File: src/rtl/data_lsu_pkg.sv
// Shared encodings for the data load/store unit: control levels, access
// sizes, exception causes and FSM states.
package data_lsu_pkg;

  localparam logic RST_ENABLE   = 1'b1;
  localparam logic CHIP_ENABLE  = 1'b1;
  localparam logic CHIP_DISABLE = 1'b0;
  localparam logic WRITE_ENABLE = 1'b1;

  localparam logic [1:0] MEM_BYTE = 2'b00;
  localparam logic [1:0] MEM_HALF = 2'b01;
  localparam logic [1:0] MEM_WORD = 2'b10;

  localparam logic [3:0] EXC_LOAD_MISALIGN  = 4'd4;
  localparam logic [3:0] EXC_STORE_MISALIGN = 4'd6;

  typedef enum logic [1:0] {
    ST_IDLE   = 2'd0,
    ST_ACCESS = 2'd1,
    ST_RESP   = 2'd2
  } lsu_state_e;

  // Size 2'b11 behaves as a word access everywhere in the unit.
  function automatic logic is_misaligned(input logic [1:0] size,
                                         input logic [1:0] addr_lo);
    case (size)
      MEM_BYTE: return 1'b0;
      MEM_HALF: return addr_lo[0];
      default:  return |addr_lo;
    endcase
  endfunction

endpackage

File: src/rtl/data_lsu_align.sv
// Byte-lane steering for stores and little-endian extract/extend for loads.
// Purely combinational; shared by the request-capture and load-capture paths.
module lsu_align
  import data_lsu_pkg::*;
(
  input  logic [1:0]  size,
  input  logic [1:0]  addr_lo,
  input  logic        is_unsigned,
  input  logic [31:0] st_data,
  input  logic [31:0] ld_raw,
  output logic [3:0]  sel,
  output logic [31:0] st_lanes,
  output logic [31:0] ld_data
);

  logic [31:0] shifted;

  // Aligned words have addr_lo == 0, so the shift leaves them untouched.
  assign shifted = ld_raw >> {addr_lo, 3'b000};

  always_comb begin
    // NOTE: every output gets a default first so no path can infer a latch.
    sel      = 4'b1111;
    st_lanes = st_data;
    ld_data  = shifted;
    case (size)
      MEM_BYTE: begin
        sel      = 4'b0001 << addr_lo;
        st_lanes = {4{st_data[7:0]}};
        ld_data  = {{24{~is_unsigned & shifted[7]}}, shifted[7:0]};
      end
      MEM_HALF: begin
        sel      = 4'b0011 << addr_lo;
        st_lanes = {2{st_data[15:0]}};
        ld_data  = {{16{~is_unsigned & shifted[15]}}, shifted[15:0]};
      end
      default: ;
    endcase
  end

endmodule

File: src/rtl/data_lsu.sv
// Load/store unit between the MEM stage and the data RAM: one request per
// instruction, IDLE -> ACCESS -> RESP, with misaligned requests skipping ACCESS.
module data_lsu
  import data_lsu_pkg::*;
#(
  parameter int ADDR_W = 32,
  parameter int DATA_W = 32
) (
  input  logic              clk,
  input  logic              rst,
  input  logic              flush,
  input  logic              req_valid,
  input  logic              req_we,
  input  logic [1:0]        req_size,
  input  logic              req_unsigned,
  input  logic [ADDR_W-1:0] req_addr,
  input  logic [DATA_W-1:0] req_wdata,
  output logic              stall_req,
  output logic              resp_valid,
  output logic [DATA_W-1:0] rdata,
  output logic              exc_valid,
  output logic [3:0]        exc_cause,
  output logic [ADDR_W-1:0] exc_tval,
  output logic              ram_ce,
  output logic              ram_we,
  output logic [ADDR_W-1:0] ram_addr,
  output logic [3:0]        ram_sel,
  output logic [DATA_W-1:0] ram_wdata,
  input  logic [DATA_W-1:0] ram_rdata
);

  lsu_state_e state, state_next;

  logic              r_we;
  logic [1:0]        r_size;
  logic              r_unsigned;
  logic              r_exc;
  logic [ADDR_W-1:0] r_addr;
  logic [3:0]        r_sel;
  logic [DATA_W-1:0] r_wdata;
  logic [DATA_W-1:0] r_rdata;

  logic              in_idle;
  logic              accept;
  logic              req_mis;
  logic [1:0]        al_size;
  logic [1:0]        al_addr_lo;
  logic [3:0]        al_sel;
  logic [DATA_W-1:0] al_lanes;
  logic [DATA_W-1:0] al_ld;

  assign in_idle = (state == ST_IDLE);
  assign accept  = in_idle & req_valid & ~flush;
  assign req_mis = is_misaligned(req_size, req_addr[1:0]);

  // In IDLE the aligner steers the incoming store; afterwards it extracts
  // the load from the registered request.
  assign al_size    = in_idle ? req_size       : r_size;
  assign al_addr_lo = in_idle ? req_addr[1:0]  : r_addr[1:0];

  lsu_align u_align (
    .size        (al_size),
    .addr_lo     (al_addr_lo),
    .is_unsigned (r_unsigned),
    .st_data     (req_wdata),
    .ld_raw      (ram_rdata),
    .sel         (al_sel),
    .st_lanes    (al_lanes),
    .ld_data     (al_ld)
  );

  always_comb begin
    state_next = state;
    stall_req  = 1'b0;
    resp_valid = 1'b0;
    ram_ce     = CHIP_DISABLE;
    case (state)
      ST_IDLE: begin
        if (accept) begin
          stall_req  = 1'b1;
          state_next = req_mis ? ST_RESP : ST_ACCESS;
        end
      end
      ST_ACCESS: begin
        ram_ce     = ~flush;
        stall_req  = ~flush;
        state_next = ST_RESP;
      end
      ST_RESP: begin
        resp_valid = ~flush;
        state_next = ST_IDLE;
      end
      default: state_next = ST_IDLE;
    endcase
    if (flush) state_next = ST_IDLE;
  end

  // RAM-side outputs are forced to zero whenever the chip is not enabled.
  assign ram_we    = ram_ce & r_we;
  assign ram_addr  = ram_ce ? {r_addr[ADDR_W-1:2], 2'b00} : '0;
  assign ram_sel   = ram_ce ? r_sel   : 4'b0000;
  assign ram_wdata = ram_ce ? r_wdata : '0;

  assign rdata     = resp_valid ? r_rdata : '0;
  assign exc_valid = resp_valid & r_exc;
  assign exc_cause = exc_valid ? (r_we ? EXC_STORE_MISALIGN : EXC_LOAD_MISALIGN) : 4'd0;
  assign exc_tval  = exc_valid ? r_addr : '0;

  // NOTE: sequential state uses non-blocking assignments so every register
  // samples pre-edge values regardless of statement order.
  always_ff @(posedge clk) begin
    if (rst == RST_ENABLE) begin
      state      <= ST_IDLE;
      r_we       <= 1'b0;
      r_size     <= MEM_BYTE;
      r_unsigned <= 1'b0;
      r_exc      <= 1'b0;
      r_addr     <= '0;
      r_sel      <= 4'b0000;
      r_wdata    <= '0;
      r_rdata    <= '0;
    end else begin
      state <= state_next;
      if (accept) begin
        r_we       <= req_we;
        r_size     <= req_size;
        r_unsigned <= req_unsigned;
        r_exc      <= req_mis;
        r_addr     <= req_addr;
        r_sel      <= al_sel;
        r_wdata    <= (req_we == WRITE_ENABLE) ? al_lanes : '0;
        r_rdata    <= '0;
      end else if (state == ST_ACCESS && !flush && !r_we) begin
        r_rdata <= al_ld;
      end
    end
  end

endmodule

File: config.mk
export PLATFORM = sky130hd
export DESIGN_NAME = data_lsu
export DESIGN_NICKNAME = d
export VERILOG_FILES = /design/src/rtl/data_lsu_pkg.sv /design/src/rtl/data_lsu_align.sv /design/src/rtl/data_lsu.sv
export SDC_FILE = /design/constraint.sdc
export NUM_CORES = 1
export LEC_CHECK = 0
export BUFFER_PORTS_ARGS = -buffer_cell sky130_fd_sc_hd__clkbuf_2
export CAP_MARGIN = 20
export CORE_MARGIN = 5
export CORE_UTILIZATION = 30
export DETAILED_ROUTE_END_ITERATION = 10
export HOLD_SLACK_MARGIN = 0.1
export PLACE_DENSITY = 0.52
export SLEW_MARGIN = 10
export SYNTH_ARGS = -nofsm -noshare
export SYNTH_HDL_FRONTEND = slang
export SYNTH_HIERARCHICAL = 1
export SYNTH_SLANG_ARGS = --single-unit
File: constraint.sdc
create_clock -name clk -period 3 [get_ports clk]
set_clock_uncertainty 0.15 [all_clocks]
set_input_delay 0.45 -clock clk [delete_from_list [all_inputs] [get_ports clk]]
set_output_delay 0.45 -clock clk [all_outputs]
set_load 0.01 [all_outputs]
======== Word-level counts from Yosys, hierarchy flattened ========
Cells that the tools add are included.
storage, ports and cells
  register bits after elaboration ......... 107
  input bits .............................. 104
cells by class
  reduce and logical (&&, ||, !) cells .... 10
  bitwise logic cells ..................... 8
  shift-type cells ........................ 3
  mux-type cells .......................... 21
  eq/ne operators ......................... 5
operators by type and width
  cell                 count
  $mux 32              5
  $pmux 32 s2          2
  $shr 32x5->32        1
  $mux 2               5
  $pmux 4 s2           1
  $and 1x1->1          6
  $eq 2x1->1 const B   3
  $logic_not 2->1      3
  $reduce_or 2->1      3
  $mux 4               1
  $pmux 1 s2           2
  $pmux 2 s2           1
  $shl 1x2->4 const A  1
  $shl 2x2->4 const A  1
  $mux 1               3
  $mux 3               1
  $eq 2x2->1 const B   1
  $logic_and 1x1->1    2
  $logic_not 1->1      2
  $ne 2x1->1 const B   1
  $not 1->1            2

======== Logic depth before layout (Yosys ltp) ========
  word-level depth ........................ 5
  depth in mapped cells ................... 11

======== By module ========
Netlist, hierarchy kept.
modules (own cells, without submodules)
  module     area each (sq um)  instances  seq. area each (sq um)  cells an instance
  data_lsu   4630.7             1          2142.1                  566
  lsu_align  1317.5             1          0.0                     182

======== Worst setup path after synthesis ========
Ideal clock, no wire load.
  path type ............................... register -> register
  from .................................... reg state[0]
  to ...................................... reg r_wdata[10]
  data arrival time ....................... 2.113 ns
  period minus slack after synthesis ...... 2.380 ns
  library setup time ...................... 0.117 ns
  slack ................................... 0.620 ns
  path buffers ............................ 2
  data required time ...................... 2.733 ns
  stages on the path, launching flop included .. 8
  cell sequence ........................... dfxtp_1 buf_4 nor2_1 mux2_2 nor2_1 buf_2 mux2_2 a22o_1
on the way
  longest elaborated chain between the ends .. 5
  elaborated cells between the ends (all ways) .. 8
  classes of those cells .................. eq/ne: 1; mux: 3; bitwise: 2; reduce/logical: 2
RTL lines
  element                                        line                  text
  start: declaration                             data_lsu.sv:32        lsu_state_e state, state_next;
  start signal: assignment                       data_lsu.sv:123       state <= state_next;
  $logic_not 2->1 (*)                            data_lsu.sv:52        assign in_idle = (state == ST_IDLE);
  $mux 2 (*)                                     data_lsu.sv:58        assign al_size = in_idle ? req_size : r_size;
  net al_size[0]                                 data_lsu.sv:46        logic [1:0] al_size;
  $eq 2x1->1 or $logic_not 2->1 (tied branches)  data_lsu_align.sv:26  case (size)
  $pmux 32 s2 (*)                                data_lsu_align.sv:26
  net al_lanes[10]                               data_lsu.sv:49        logic [DATA_W-1:0] al_lanes;
  $mux 32 (*)                                    data_lsu.sv:131       r_wdata <= (req_we == WRITE_ENABLE) ? al_lanes : '0;
  end signal: assignment                         data_lsu.sv:131
  end: declaration                               data_lsu.sv:40        logic [DATA_W-1:0] r_wdata;
Mark *: on every way through the listed nets, which the timed path passes. The rest lies on a longest branch.
A chain may end at the register's enable or synchronous reset.

======== Worst setup path in the final report ========
  from .................................... reg state[0]
  to ...................................... reg r_rdata[25]
on the way
  longest elaborated chain between the ends .. 5
  elaborated cells between the ends (all ways) .. 15
  classes of those cells .................. eq/ne: 2; shift: 1; mux: 3; bitwise: 4; reduce/logical: 5
RTL lines
  element                                line                                        text
  $logic_not 2->1 (*)                    data_lsu.sv:52
  $mux 2 (*)                             data_lsu.sv:59                              assign al_addr_lo = in_idle ? req_addr[1:0] : r_addr[1:0];
  net al_addr_lo[0]                      data_lsu.sv:47                              logic [1:0] al_addr_lo;
  $shr 32x5->32 (*)                      data_lsu_align.sv:19                        assign shifted = ld_raw >> {addr_lo, 3'b000};
  $and 1x1->1, on equally long branches  data_lsu_align.sv:35, data_lsu_align.sv:30
  $pmux 32 s2 (*)                        data_lsu_align.sv:26
  net al_ld[25]                          data_lsu.sv:50                              logic [DATA_W-1:0] al_ld;
  end signal: assignment                 data_lsu.sv:134                             r_rdata <= al_ld;
  end: declaration                       data_lsu.sv:41                              logic [DATA_W-1:0] r_rdata;
Marked as above.

==> impl_metrics.tcl <==
set metrics [dict create \
    setup_viol 0 \
    required_ns 3.05 \
    tightest_slew_ns 0.961 \
    start_util_pct 30.6 \
    maxCapViolations 0 \
    antenna_cells 0 \
    slowest_stage "a32oi_4" \
    layout_commonest_cell "clkbuf_2" \
    path_max_fanout 16 \
    cp-start-kind "register" \
    status "finished clean" \
    place_congestion 0.792 \
    hp-start "req_addr[11]" \
    final_nets 1046 \
    cts_htree_levels 3 \
    netlist_area_um2 5950 \
    power.density_nw_per_um2 417 \
    grt_remaining_overflow 0 \
    num_vias 5614 \
    rows 51 \
    rr_startpoint "state[0]$_SDFFE_PP0P_" \
    irDropWorstVdd_mv 0.265 \
    clk_latency_ns 0.35 \
    cts_max_path_buffers 2 \
    crit_chain "nor2_1, mux2_2, mux2_4, a32oi_4, o211ai_1, nand2_1, a21oi_1" \
    postCtsSetupBuffers 0 \
    io_pins 245 \
    wl_per_cell_um 16.0 \
    die_h_um 151 \
    critPathArrivalTime_ns 2.71 \
    fp.dieW_um 151 \
    cts_tree "yes" \
    finalHoldViolCount 0 \
    dp_slack_ns 0.355 \
    cts.sinks 107 \
    detail-route-antenna-nets 0 \
    relSlewSlack_pct 35.9 \
    leakagePower_uw 0.00348 \
    synth_top_area_cell "dfxtp_1" \
    antenna_found_initial 0 \
    syn_area_per_cell_um2 7.95 \
    wl_met3_mm 1.36 \
    vias_per_cell 4.63 \
    port_buffers 240 \
    critPathTopFamily "multiplexers" \
    path_class "reg2reg" \
    dieArea_um2 22700 \
    grt_pass1_vias 5337 \
    finalMaxSlewViolations 0 \
    grt_usage_pct 16.7 \
    syn_inst 748 \
    timing.critical_path.buf_inv 0 \
    area_delta_synth_final_pct 26.7 \
    cp-end-kind "register" \
    ys_ff_latch 107 \
    dp_hpwl_mm 14.2 \
    most-common-layout-cells "clkbuf_2, nand2_1, dfxtp_1, and2_1, a21oi_1" \
    drc_errors 0 \
    routed-wl-met2_mm 8.85 \
    postCtsResizedCells 0 \
    crit_start "state[0]$_SDFFE_PP0P_" \
    synth_ff_type "dfxtp_1" \
    layout_setup_ws_ns 0.338 \
    numCtsBuffers 9 \
    finalSetupTns_ns 0 \
    top_layer "met4" \
    fillCellCount 2083 \
    synth_warnings 6 \
    rsz0062_at_grt "false" \
    yosysTopAreaCellShare_pct 36.0 \
    synth-edff-count 0 \
    ys_top_cells_by_area "dfxtp_1, nand2_1, and2_1" \
    first_pass_iters 4 \
    cts_hold_buf 0 \
    slowest_delay_ns 0.50 \
    min_path_type "in2reg" \
    ys_types 39 \
    fin_crit_sh_pct 88.7 \
    path_clk_slew_ns 0.08 \
    coreArea_um2 19500 \
    drive_above_1_share_pct 34.4 \
    wl_met1_mm 8.90 \
    yosysSeqAreaShare_pct 36.0 \
    finalCriticalPeriod_ns 2.66 \
    max_freq_ghz 0.376 \
    grt_pass1_wl_mm 30.0 \
    grt_max_degree 49 \
    drt_iter0_markers 215 \
    ys_async_sr_fraction_pct 0 \
    cts_root_buffer "clkbuf_16" \
    drt-total-wl_mm 19.4 \
]
[sequential cells by signal, indices dropped and copies added, names as in the netlist]
name        count
r_addr         32
r_exc           1
r_rdata        32
r_sel           4
r_size          2
r_unsigned      1
r_wdata        32
r_we            1
state           2
[stage by stage]
step / total power, uW / cell area (um^2) / hold WS [ns] / instances / utilization, %
after global placement: 2010 / 7250 / 0.289 / 1196 / 37.3
after detailed placement: 2010 / 7250 / 0.293 / 1196 / 37.3
final: 3140 / 7540 / 0.160 / 1212 / 38.7
after global routing: 3300 / 7540 / 0.151 / 1212 / 38.7
after CTS: 3190 / 7540 / 0.141 / 1212 / 38.7
after floorplan: 1850 / 5960 / 0.281 / 751 / -
[path summary, 6_finish.rpt]
path	endpoint	slack [ns]	depth (start not counted)
max	r_rdata[25]$_SDFFE_PP0P_	0.34	7
min	r_addr[11]$_SDFFE_PP0P_	0.16	3
max reg2reg	r_rdata[25]$_SDFFE_PP0P_	0.34	7
min reg2reg	r_rdata[30]$_SDFFE_PP0P_	0.30	2
[synthesized netlist by cell type, types with 3 or more instances]
library cell  instances
o211ai_1             13
clkbuf_1             35
nand2_1             176
mux2_2               28
buf_6                 4
or2_2                 7
a21oi_1              85
buf_2                24
and3_1               33
and2_1              100
a22o_1               32
o211ai_2              3
nor2b_1               3
nor2_1                8
buf_4                18
nand3b_1              3
dfxtp_1             107
mux2i_1              23
o21ai_0              19
[power breakdown]
| group | internal (uW) | switching (uW) |
|---|---|---|
| registers | 1460 | 35.2 |
| clock network | 593 | 579 |
| logic | 206 | 267 |
| total | 2260 | 881 |
[layer usage]
metal	global-route usage [%]	vias to the layer above
met2	26.2	145
met1	22.3	2554
met4	5.39	0
met5	0	-
li1	-	2896
met3	4.46	19
[logic make-up (layout without fill, tap and decap cells)]
| kind of cell | after synthesis | count (layout) | share of synthesized area (%) |
|---|---|---|---|
| AOI/OAI and AO/OA | 161 | 161 | 17.5 |
| buffers and inverters | 82 | 278 | 7.32 |
| DFF | 107 | 107 | 36.0 |
| muxes | 53 | 53 | 9.68 |
| other | 1 | 4 | 0.0630 |
| and+or+nand+nor | 344 | 344 | 29.4 |
[final cells by class]
type	instances	area [um^2]	area share (%)
flip-flops and latches	107	2140	28.4
clock inverters	6	48.8	0.647
well taps	265	332	4.40
multi-input cells	562	3410	45.2
clock buffers	10	239	3.17
repair buffers	262	1370	18.1
[tightest hold or removal path: cells and delay by family]
family          cells  cell delay, ns
buf+inv             1            0.08
simple gates        1            0.04
compound gates      1            0.05
(Power assumes the default switching activity.)
